===== config.mk =====
export PLATFORM = sky130hd
export DESIGN_NAME = simm_dram_ctrl
export DESIGN_NICKNAME = d
export VERILOG_FILES = /design/src/rtl/simm_dram_pkg.sv /design/src/rtl/simm_refresh_timer.sv /design/src/rtl/simm_dram_ctrl.sv
export SDC_FILE = /design/constraint.sdc
export NUM_CORES = 1
export LEC_CHECK = 0
export ABC_AREA = 1
export CORE_MARGIN = 2
export CORE_UTILIZATION = 45
export CTS_CLUSTER_DIAMETER = 150
export DETAILED_ROUTE_END_ITERATION = 7
export PLACE_DENSITY = 0.78
export SKIP_CTS_REPAIR_TIMING = 1
export SLEW_MARGIN = 20
export SYNTH_ARGS = -nofsm -noshare
export SYNTH_HDL_FRONTEND = slang
export SYNTH_SLANG_ARGS = --single-unit

===== constraint.sdc =====
create_clock -name clk -period 1.85 [get_ports clk]
set_clock_uncertainty 0.15 [all_clocks]
set_input_delay 0.185 -clock clk [delete_from_list [all_inputs] [get_ports clk]]
set_output_delay 0.185 -clock clk [all_outputs]
set_load 0.02 [all_outputs]

===== src/rtl/simm_dram_pkg.sv =====
// Shared types, field geometry and helpers for the SIMM DRAM controller.
package simm_dram_pkg;

    localparam int BANK_W  = 3;
    localparam int ROW_W   = 9;
    localparam int COL_W   = 9;
    localparam int ADDR_W  = BANK_W + ROW_W + COL_W;
    localparam int DATA_W  = 16;
    localparam int PHASE_W = 4;

    // Host address layout: {bank, row, col}
    localparam int COL_LSB  = 0;
    localparam int COL_MSB  = COL_LSB + COL_W - 1;
    localparam int ROW_LSB  = COL_MSB + 1;
    localparam int ROW_MSB  = ROW_LSB + ROW_W - 1;
    localparam int BANK_LSB = ROW_MSB + 1;
    localparam int BANK_MSB = BANK_LSB + BANK_W - 1;

    typedef enum logic [2:0] {
        ST_IDLE    = 3'd0,
        ST_ROW     = 3'd1,
        ST_COL     = 3'd2,
        ST_PRE     = 3'd3,
        ST_REF_CAS = 3'd4,
        ST_REF_RAS = 3'd5
    } state_e;

    // Array address bus: bank on top, middle field zero, row or column in the low field.
    function automatic logic [ADDR_W-1:0] mux_addr(input logic [BANK_W-1:0] bank,
                                                   input logic [COL_W-1:0]  low);
        return {bank, {ROW_W{1'b0}}, low};
    endfunction

    // Phase counter load value for a state lasting 'cycles' clocks.
    function automatic logic [PHASE_W-1:0] phase_load(input int cycles);
        return PHASE_W'(cycles - 1);
    endfunction

endpackage


===== src/rtl/simm_refresh_timer.sv =====
// Free-running refresh interval timer with pending flag and sticky overrun flag.
import simm_dram_pkg::*;

module simm_refresh_timer #(
    parameter int REF_INT = 780
) (
    input  logic clk,
    input  logic rst,
    input  logic clear,
    output logic ref_pending,
    output logic ref_pending_next,
    output logic ref_miss
);

    localparam int CNT_W = $clog2(REF_INT);
    localparam logic [CNT_W-1:0] CNT_LAST = CNT_W'(REF_INT - 1);

    logic [CNT_W-1:0] count_r;
    logic             pending_r;
    logic             miss_r;
    logic             expire_s;
    logic             pending_next_s;
    logic             miss_next_s;

    // Next pending/miss: a new interval beats a same-cycle clear; overrun only if still owed
    always_comb begin
        expire_s       = 1'b0;
        pending_next_s = pending_r;
        miss_next_s    = miss_r;
        if (count_r == CNT_LAST) begin
            expire_s       = 1'b1;
            pending_next_s = 1'b1;
            if (pending_r && !clear) begin
                miss_next_s = 1'b1;
            end else begin
                miss_next_s = miss_r;
            end
        end else if (clear) begin
            pending_next_s = 1'b0;
        end else begin
            pending_next_s = pending_r;
        end
    end

    // Interval counter plus pending/miss state, running in every controller state
    always_ff @(posedge clk) begin
        if (rst) begin
            count_r   <= {CNT_W{1'b0}};
            pending_r <= 1'b0;
            miss_r    <= 1'b0;
        end else begin
            if (expire_s) begin
                count_r <= {CNT_W{1'b0}};
            end else begin
                count_r <= count_r + {{(CNT_W-1){1'b0}}, 1'b1};
            end
            pending_r <= pending_next_s;
            miss_r    <= miss_next_s;
        end
    end

    assign ref_pending      = pending_r;
    assign ref_pending_next = pending_next_s;
    assign ref_miss         = miss_r;

endmodule


===== src/rtl/simm_dram_ctrl.sv =====
// Host-side DRAM controller: single-word accesses as RAS/CAS/WE sequences with
// multiplexed row/column address, plus rotating CAS-before-RAS refresh.
import simm_dram_pkg::*;

module simm_dram_ctrl #(
    parameter int T_RCD     = 2,
    parameter int T_CAS     = 2,
    parameter int T_RP      = 2,
    parameter int T_CSR     = 1,
    parameter int T_RAS_REF = 3,
    parameter int REF_INT   = 780
) (
    input  logic              clk,
    input  logic              rst,
    input  logic              req,
    input  logic              req_we,
    input  logic [ADDR_W-1:0] req_addr,
    input  logic [DATA_W-1:0] req_wdata,
    output logic              ready,
    output logic              ack,
    output logic [DATA_W-1:0] rdata,
    output logic [ADDR_W-1:0] mem_addr,
    output logic              mem_ras,
    output logic              mem_cas,
    output logic              mem_we,
    input  logic [DATA_W-1:0] mem_din,
    output logic [DATA_W-1:0] mem_dout,
    output logic              ref_miss
);

    localparam logic [PHASE_W-1:0] RCD_LOAD = phase_load(T_RCD);
    localparam logic [PHASE_W-1:0] CAS_LOAD = phase_load(T_CAS);
    localparam logic [PHASE_W-1:0] RP_LOAD  = phase_load(T_RP);
    localparam logic [PHASE_W-1:0] CSR_LOAD = phase_load(T_CSR);
    localparam logic [PHASE_W-1:0] RAS_LOAD = phase_load(T_RAS_REF);

    state_e              state_r;
    logic [PHASE_W-1:0]  phase_r;
    logic [BANK_W-1:0]   lat_bank_r;
    logic [COL_W-1:0]    lat_col_r;
    logic                lat_we_r;
    logic [BANK_W-1:0]   ref_bank_r;
    logic [ADDR_W-1:0]   mem_addr_r;
    logic                mem_ras_r;
    logic                mem_cas_r;
    logic                mem_we_r;
    logic [DATA_W-1:0]   mem_dout_r;
    logic [DATA_W-1:0]   rdata_r;
    logic                ack_r;
    logic                ready_r;

    logic                ref_clear_s;
    logic                ref_pending_s;
    logic                ref_pending_next_s;
    logic                ref_miss_s;

    simm_refresh_timer #(
        .REF_INT (REF_INT)
    ) u_refresh_timer (
        .clk              (clk),
        .rst              (rst),
        .clear            (ref_clear_s),
        .ref_pending      (ref_pending_s),
        .ref_pending_next (ref_pending_next_s),
        .ref_miss         (ref_miss_s)
    );

    // Refresh is retired on the final REF_RAS cycle
    always_comb begin
        ref_clear_s = 1'b0;
        if ((state_r == ST_REF_RAS) && (phase_r == 4'd0)) begin
            ref_clear_s = 1'b1;
        end else begin
            ref_clear_s = 1'b0;
        end
    end

    // Access/refresh sequencer; every output is set on the edge that enters its state
    always_ff @(posedge clk) begin
        if (rst) begin
            state_r    <= ST_IDLE;
            phase_r    <= 4'd0;
            lat_bank_r <= {BANK_W{1'b0}};
            lat_col_r  <= {COL_W{1'b0}};
            lat_we_r   <= 1'b0;
            ref_bank_r <= {BANK_W{1'b0}};
            mem_addr_r <= {ADDR_W{1'b0}};
            mem_ras_r  <= 1'b1;
            mem_cas_r  <= 1'b1;
            mem_we_r   <= 1'b1;
            mem_dout_r <= {DATA_W{1'b0}};
            rdata_r    <= {DATA_W{1'b0}};
            ack_r      <= 1'b0;
            ready_r    <= 1'b0;
        end else begin
            ack_r   <= 1'b0;
            ready_r <= 1'b0;
            case (state_r)
                ST_IDLE: begin
                    if (ref_pending_s) begin
                        state_r    <= ST_REF_CAS;
                        phase_r    <= CSR_LOAD;
                        mem_addr_r <= {ref_bank_r, {(ROW_W + COL_W){1'b0}}};
                        mem_ras_r  <= 1'b1;
                        mem_cas_r  <= 1'b0;
                        mem_we_r   <= 1'b1;
                    end else if (req) begin
                        state_r    <= ST_ROW;
                        phase_r    <= RCD_LOAD;
                        lat_bank_r <= req_addr[BANK_MSB:BANK_LSB];
                        lat_col_r  <= req_addr[COL_MSB:COL_LSB];
                        lat_we_r   <= req_we;
                        mem_dout_r <= req_wdata;
                        mem_addr_r <= mux_addr(req_addr[BANK_MSB:BANK_LSB],
                                               req_addr[ROW_MSB:ROW_LSB]);
                        mem_ras_r  <= 1'b0;
                        mem_cas_r  <= 1'b1;
                        mem_we_r   <= 1'b1;
                    end else begin
                        ready_r <= ~ref_pending_next_s;
                    end
                end
                ST_ROW: begin
                    if (phase_r == 4'd0) begin
                        state_r    <= ST_COL;
                        phase_r    <= CAS_LOAD;
                        mem_addr_r <= mux_addr(lat_bank_r, lat_col_r);
                        mem_ras_r  <= 1'b0;
                        mem_cas_r  <= 1'b0;
                        mem_we_r   <= ~lat_we_r;
                    end else begin
                        phase_r <= phase_r - 4'd1;
                    end
                end
                ST_COL: begin
                    if (phase_r == 4'd0) begin
                        if (!lat_we_r) begin
                            rdata_r <= mem_din;
                        end else begin
                            rdata_r <= rdata_r;
                        end
                        state_r   <= ST_PRE;
                        phase_r   <= RP_LOAD;
                        mem_ras_r <= 1'b1;
                        mem_cas_r <= 1'b1;
                        mem_we_r  <= 1'b1;
                        ack_r     <= 1'b1;
                    end else begin
                        phase_r <= phase_r - 4'd1;
                    end
                end
                ST_PRE: begin
                    if (phase_r == 4'd0) begin
                        state_r <= ST_IDLE;
                        ready_r <= ~ref_pending_next_s;
                    end else begin
                        phase_r <= phase_r - 4'd1;
                    end
                end
                ST_REF_CAS: begin
                    if (phase_r == 4'd0) begin
                        state_r   <= ST_REF_RAS;
                        phase_r   <= RAS_LOAD;
                        mem_ras_r <= 1'b0;
                        mem_cas_r <= 1'b0;
                    end else begin
                        phase_r <= phase_r - 4'd1;
                    end
                end
                ST_REF_RAS: begin
                    if (phase_r == 4'd0) begin
                        state_r    <= ST_PRE;
                        phase_r    <= RP_LOAD;
                        mem_ras_r  <= 1'b1;
                        mem_cas_r  <= 1'b1;
                        mem_we_r   <= 1'b1;
                        ref_bank_r <= ref_bank_r + 3'd1;
                    end else begin
                        phase_r <= phase_r - 4'd1;
                    end
                end
                default: begin
                    state_r   <= ST_IDLE;
                    phase_r   <= 4'd0;
                    mem_ras_r <= 1'b1;
                    mem_cas_r <= 1'b1;
                    mem_we_r  <= 1'b1;
                end
            endcase
        end
    end

    assign ready    = ready_r;
    assign ack      = ack_r;
    assign rdata    = rdata_r;
    assign mem_addr = mem_addr_r;
    assign mem_ras  = mem_ras_r;
    assign mem_cas  = mem_cas_r;
    assign mem_we   = mem_we_r;
    assign mem_dout = mem_dout_r;
    assign ref_miss = ref_miss_s;

endmodule


Word level (Yosys, flattened, before mapping):

Index checks and enable logic that the tools add are counted.
W data, S select, Z words.

* register bits: 93
* bits of input ports: 57
* output and inout bits: 59
* logic and storage cells: 97

* add/sub/neg operators: 3
* equality and inequality tests: 13
* multiplexer cells: 37
* bitwise operators: 6
* reductions and logical operators: 21

Operators by type and width (count)
* $mux W21: 3
* $pmux W21 S2: 1
* $mux W4: 5
* $mux W3: 6
* $mux W1: 16
* $pmux W4 S4: 1
* $pmux W3 S5: 1
* $pmux W1 S4: 3
* $add A10 B1 Y10 const B: 1
* $eq A10 B10 Y1 const B: 1
* $reduce_or A2 Y1: 5
* $reduce_and A3 Y1: 3
* $ne A2 B2 Y1 const B: 4
* $reduce_and A4 Y1: 2
* $eq A3 B2 Y1 const B: 2
* $eq A3 B3 Y1 const B: 2
* $not A1 Y1: 6
* $reduce_and A2 Y1: 3
* $reduce_and A5 Y1: 1
* $logic_not A4 Y1: 1
* $ne A2 B1 Y1 const B: 2
* $sub A4 B1 Y4 const B: 1
* $add A3 B1 Y3 const B: 1
* $eq A3 B1 Y1 const B: 1
* other kinds (7): 8

Longest topological paths before layout:

Gate-level depths: netlist (run 1).

* word-level depth: 9
* gate-level depth with buffers: 10
* mapped depth without buffers: 10

Cells and area by module:

From an unflattened synthesis (run 1), not the netlist that was laid out.

* cells, all modules: 536
* area, all modules: 3731.1 um^2

Modules (own cells, without submodules)
* simm_dram_ctrl: instances 1, cells each 457, area an instance 3160.5 um^2
* simm_refresh_timer: instances 1, cells each 79, area an instance 570.5 um^2

Least setup slack after synthesis (run 1):

OpenSTA, ideal clock, no wires.

* path type: flip-flop to flip-flop
* from: reg phase_r[0]
* to: reg rdata_r[10], in the netlist rdata[10]
* arrival time: 1.431 ns
* required time: 1.584 ns
* path slack: 0.153 ns
* stages on the path, launching flop included: 9
* cells stage by stage: dfxtp_1 inv_1 ha_1 nand3_4 nor3_4 inv_4 buf_6 nor2_1 nor2_1

* word-level cells in the longest chain between the ends: 2

RTL lines
* start, declared: line simm_dram_ctrl.sv:38 `logic [PHASE_W-1:0] phase_r;`
* start signal, assigned: line simm_dram_ctrl.sv:132 `phase_r <= phase_r - 4'd1;`
* start signal, assigned: line simm_dram_ctrl.sv:149 `phase_r <= phase_r - 4'd1;`
* start signal, assigned: line simm_dram_ctrl.sv:157 `phase_r <= phase_r - 4'd1;`
* $logic_not A4 Y1: line simm_dram_ctrl.sv:136 `if (phase_r == 4'd0) begin`
* $reduce_and A3 Y1 (no line)
* end signal, assigned: line simm_dram_ctrl.sv:92 `rdata_r <= {DATA_W{1'b0}};`
* end signal, assigned: line simm_dram_ctrl.sv:138 `rdata_r <= mem_din;`
* end signal, assigned: line simm_dram_ctrl.sv:140 `rdata_r <= rdata_r;`
* end, declared: line simm_dram_ctrl.sv:48 `logic [DATA_W-1:0] rdata_r;`

Every way passes these cells.
A chain may end at the register's enable or synchronous reset.

Worst setup path after layout (run 1):

* from: reg u_refresh_timer.count_r[0]
* to: reg u_refresh_timer.count_r[7]

* word-level cells in the longest chain between the ends: 3
* elaborated cells between the ends (all ways): 4
* those cells by class: add/sub (1); eq/ne (1); mux (1); reduce/logical (1)

RTL lines
* start, declared: line simm_refresh_timer.sv:18 `logic [CNT_W-1:0] count_r;`
* start signal, assigned: line simm_refresh_timer.sv:48 `count_r <= {CNT_W{1'b0}};`
* start signal, assigned: line simm_refresh_timer.sv:53 `count_r <= {CNT_W{1'b0}};`
* start signal, assigned: line simm_refresh_timer.sv:55 `count_r <= count_r + {{(CNT_W-1){1'b0}}, 1'b1};`
* parallel branches: the longest is 3 deep, another holds $add A10 B1 Y10

Parallel ways; which one is timed is not known.

==> impl_metrics.json, run 1 <==
{
  "worstHoldPathCells": 3,
  "synth_top_flop_cell": "dfxtp_1",
  "cts.sinks": 84,
  "clockRootBuffer": "clkbuf_8",
  "seq_area_frac_synth_pct": 45.4,
  "fin_tns_setup_ns": 0,
  "instances_no_fill": 741,
  "cts_buffers": 9,
  "fmax_ghz": 0.578,
  "worstSetupEndpointType": "flop",
  "preCtsSetupSlack_ns": -0.0271,
  "synthTopCellsByArea": "dfxtp_1 (45%), nor2_1 (11%), o21ai_0 (9.5%), nand2_1 (8.9%), a21oi_1 (4.3%)",
  "yosysMostFrequentCell": "nor2_1",
  "fillers": 731,
  "synth_top_family_by_area": "simple AND/OR/NAND/NOR gates",
  "arrival_ns": 1.82,
  "peakVddDrop_uv": 733,
  "layout_min_cycle_time_ns": 1.73,
  "r2r_cells": 7,
  "routed_wl_um": 9630,
  "place.gp.congestion": 0.980,
  "cellPowerDensity_mw_per_mm2": 1480,
  "drv_cap": 0,
  "area_delta_synth_final_pct": 38.5,
  "reg2reg_to": "u_refresh_timer.count_r[7]$_SDFF_PP0_",
  "setup_viol": 0,
  "cts_tree": "done",
  "synth-compound-area-share_pct": 14.0,
  "finalHoldViolations": 0,
  "drive_gt1_share_pct": 8.33,
  "antenna_left": 0,
  "leakagePower_nw": 2.17,
  "vias": 3652,
  "portBuffers": 106,
  "hold_path_end": "lat_bank_r[0]$_SDFFE_PP0P_",
  "hold_start": "req_addr[18]",
  "crit_fanout": 9,
  "initialDrtViolationCount": 242,
  "grt_pass1_vias": 3585,
  "placed_cells": 723,
  "antenna_found_initial": 0,
  "dr.pass1.iters": 4,
  "grt_max_degree": 66,
  "yosys_warnings": 0,
  "synth_xor_area_share_pct": 0.236,
  "hp-class": "primary input to flop",
  "critPathLaunchType": "flop",
  "outcome": "complete, no violations",
  "power.total_mw": 7.58,
  "drv_slew": 0,
  "clock_latency_ns": 0.35,
  "synthMuxAreaShare_pct": 0,
  "num_rows": 33,
  "track_usage_pct": 22.0,
  "htreeDepth": 3,
  "grt_pass1_wl_um": 15700,
  "fin_ws_ns": 0.119,
  "place_area_sq_mm": 0.00487,
  "syn_inst": 522,
  "synthesis.area_sq_mm": 0.00370,
  "synth_edf_count": 0,
  "clock_path_buffers": 2,
  "n_antenna_cell": 0,
  "place_hpwl_um": 6970,
  "core_sq_mm": 0.00809,
  "nNetsFinal": 693,
  "fp.dieH_um": 94.7,
  "path_clk_slew_ns": 0.09,
  "finalCritPeriodShare_pct": 93.6,
  "final_cell_area_sq_mm": 0.00513,
  "rrSetupSlack_ns": 0.12,
  "synth_commonest_cells": "nor2_1 (107), nand2_1 (88), dfxtp_1 (84)",
  "synth_top_cell_area_share_pct": 45.4,
  "synthAdderAreaFrac_pct": 1.35,
  "grt_overflow": 0,
  "post_synth.cell_area_avg_sq_um": 7.09,
  "async_flop_share_pct": 0,
  "ioPinCount": 116,
  "r2r_start": "u_refresh_timer.count_r[0]$_SDFF_PP0_",
  "drc": 0,
  "synthDistinctLibCells": 29,
  "start_util_pct": 45.8,
  "synth_top_area_cell": "dfxtp_1",
  "yosys.area_share.simple_pct": 29.2,
  "die_w_um": 94.7,
  "vias_per_cell": 4.93,
  "required_ns": 1.94,
  "wl_per_cell_um": 13.0,
  "ys_seq_elements": 84,
  "path_class": "flop to flop",
  "dieArea_sq_mm": 0.00897
}
critical path, cell delays in order (launching register included):
cell and delay (ns):
dfxtp_1 0.38, ha_1 0.16, inv_1 0.05, or2_2 0.29
nor3_2 0.25, nor2_1 0.12, inv_2 0.15, a21oi_1 0.06
per-stage QoR:
stage          hold WS, ns  utilization (%)
5_1_grt              0.255             63.4
3_5_place_dp         0.295             60.1
2_1_floorplan        0.170                -
3_3_place_gp         0.289             60.1
4_1_cts              0.235             62.8
6_report             0.247             63.4
power by group:
group / total (mW) / internal (mW) / switching (mW)
clock: 1.43 / 0.764 / 0.671
combinational: 3.55 / 1.51 / 2.04
sequential: 2.60 / 2.30 / 0.300
area by class of cell:
cell class	instances	area (sq um)	share of cell area, %
repair buffers	122	1210	23.6
flip-flops and latches	84	1680	32.8
well taps	105	131	2.56
clock inverters	5	85.1	1.66
clock buffers	10	128	2.49
inverters	47	181	3.54
multi-input cells	368	1710	33.4
cells in the final DEF, fill, tap and decap left out, types with 3 or more instances in the layout:
master / count
clkbuf_8: 9
ha_1: 3
conb_1: 9
a21oi_1: 32
o21ai_1: 5
inv_1: 41
nor2_2: 3
nand2_1: 88
inv_2: 4
nand3_1: 30
o21ai_0: 65
buf_4: 13
nor2_1: 106
nor2_4: 3
clkdlybuf4s50_1: 106
nor3_1: 5
nand4_1: 5
dfxtp_1: 83
worst max path at each step:
stage / from / cells after the start / to
after floorplan: phase_r[0]$_SDFFE_PP0P_ / 8 / rdata[10]$_SDFFE_PP0P_
after global placement: u_refresh_timer.count_r[0]$_SDFF_PP0_ / 7 / u_refresh_timer.count_r[6]$_SDFF_PP0_
after detailed placement: phase_r[1]$_SDFFE_PP0P_ / 7 / mem_addr[0]$_SDFFE_PP0P_
after CTS: phase_r[1]$_SDFFE_PP0P_ / 7 / mem_addr[0]$_SDFFE_PP0P_
after global routing: state_r[0]$_SDFFE_PP0P_ / 9 / mem_ras$_SDFFE_PP1P_
final: u_refresh_timer.count_r[0]$_SDFF_PP0_ / 7 / u_refresh_timer.count_r[7]$_SDFF_PP0_
flip-flops by register name, summed over array words and instances, names as in the netlist:
name and cells:
lat_col_r 9, mem_cas 1, phase_r 4, state_r 3
ref_bank_r 3, lat_bank_r 3, ready 1, mem_we 1
mem_dout 16, lat_we_r 1, ack 1, u_refresh_timer.count_r 10
u_refresh_timer.ref_pending 1, mem_addr 12, mem_ras 1, rdata 16
u_refresh_timer.ref_miss 1
cells by family after synthesis:
logic type,Yosys count
DFF,84
and+or+nand+nor,251
buffers and inverters,78
xor gates and xnor gates,1
adders and majority gates,4
AOI/OAI and AO/OA,103
other,1
layer usage:
layer	vias to the layer above	wire (um)	GRT usage, %
met5	-	0	0
met4	0	131	7.37
met3	13	808	8.54
met2	104	4580	36.9
met1	1665	4110	25.8
li1	1870	-	-
Note: power is estimated with default switching activity, not from simulation.
==> run 2, diff against run 1 <==
--- a/config.mk
+++ b/config.mk
@@ -6,6 +6,7 @@
 export NUM_CORES = 1
 export LEC_CHECK = 0
 export ABC_AREA = 1
+export CAP_MARGIN = 25
 export CORE_MARGIN = 2
 export CORE_UTILIZATION = 45
 export CTS_CLUSTER_DIAMETER = 150
==> results of run 2 <==
Final layout, timing and power as in run 1 (identical DEF).
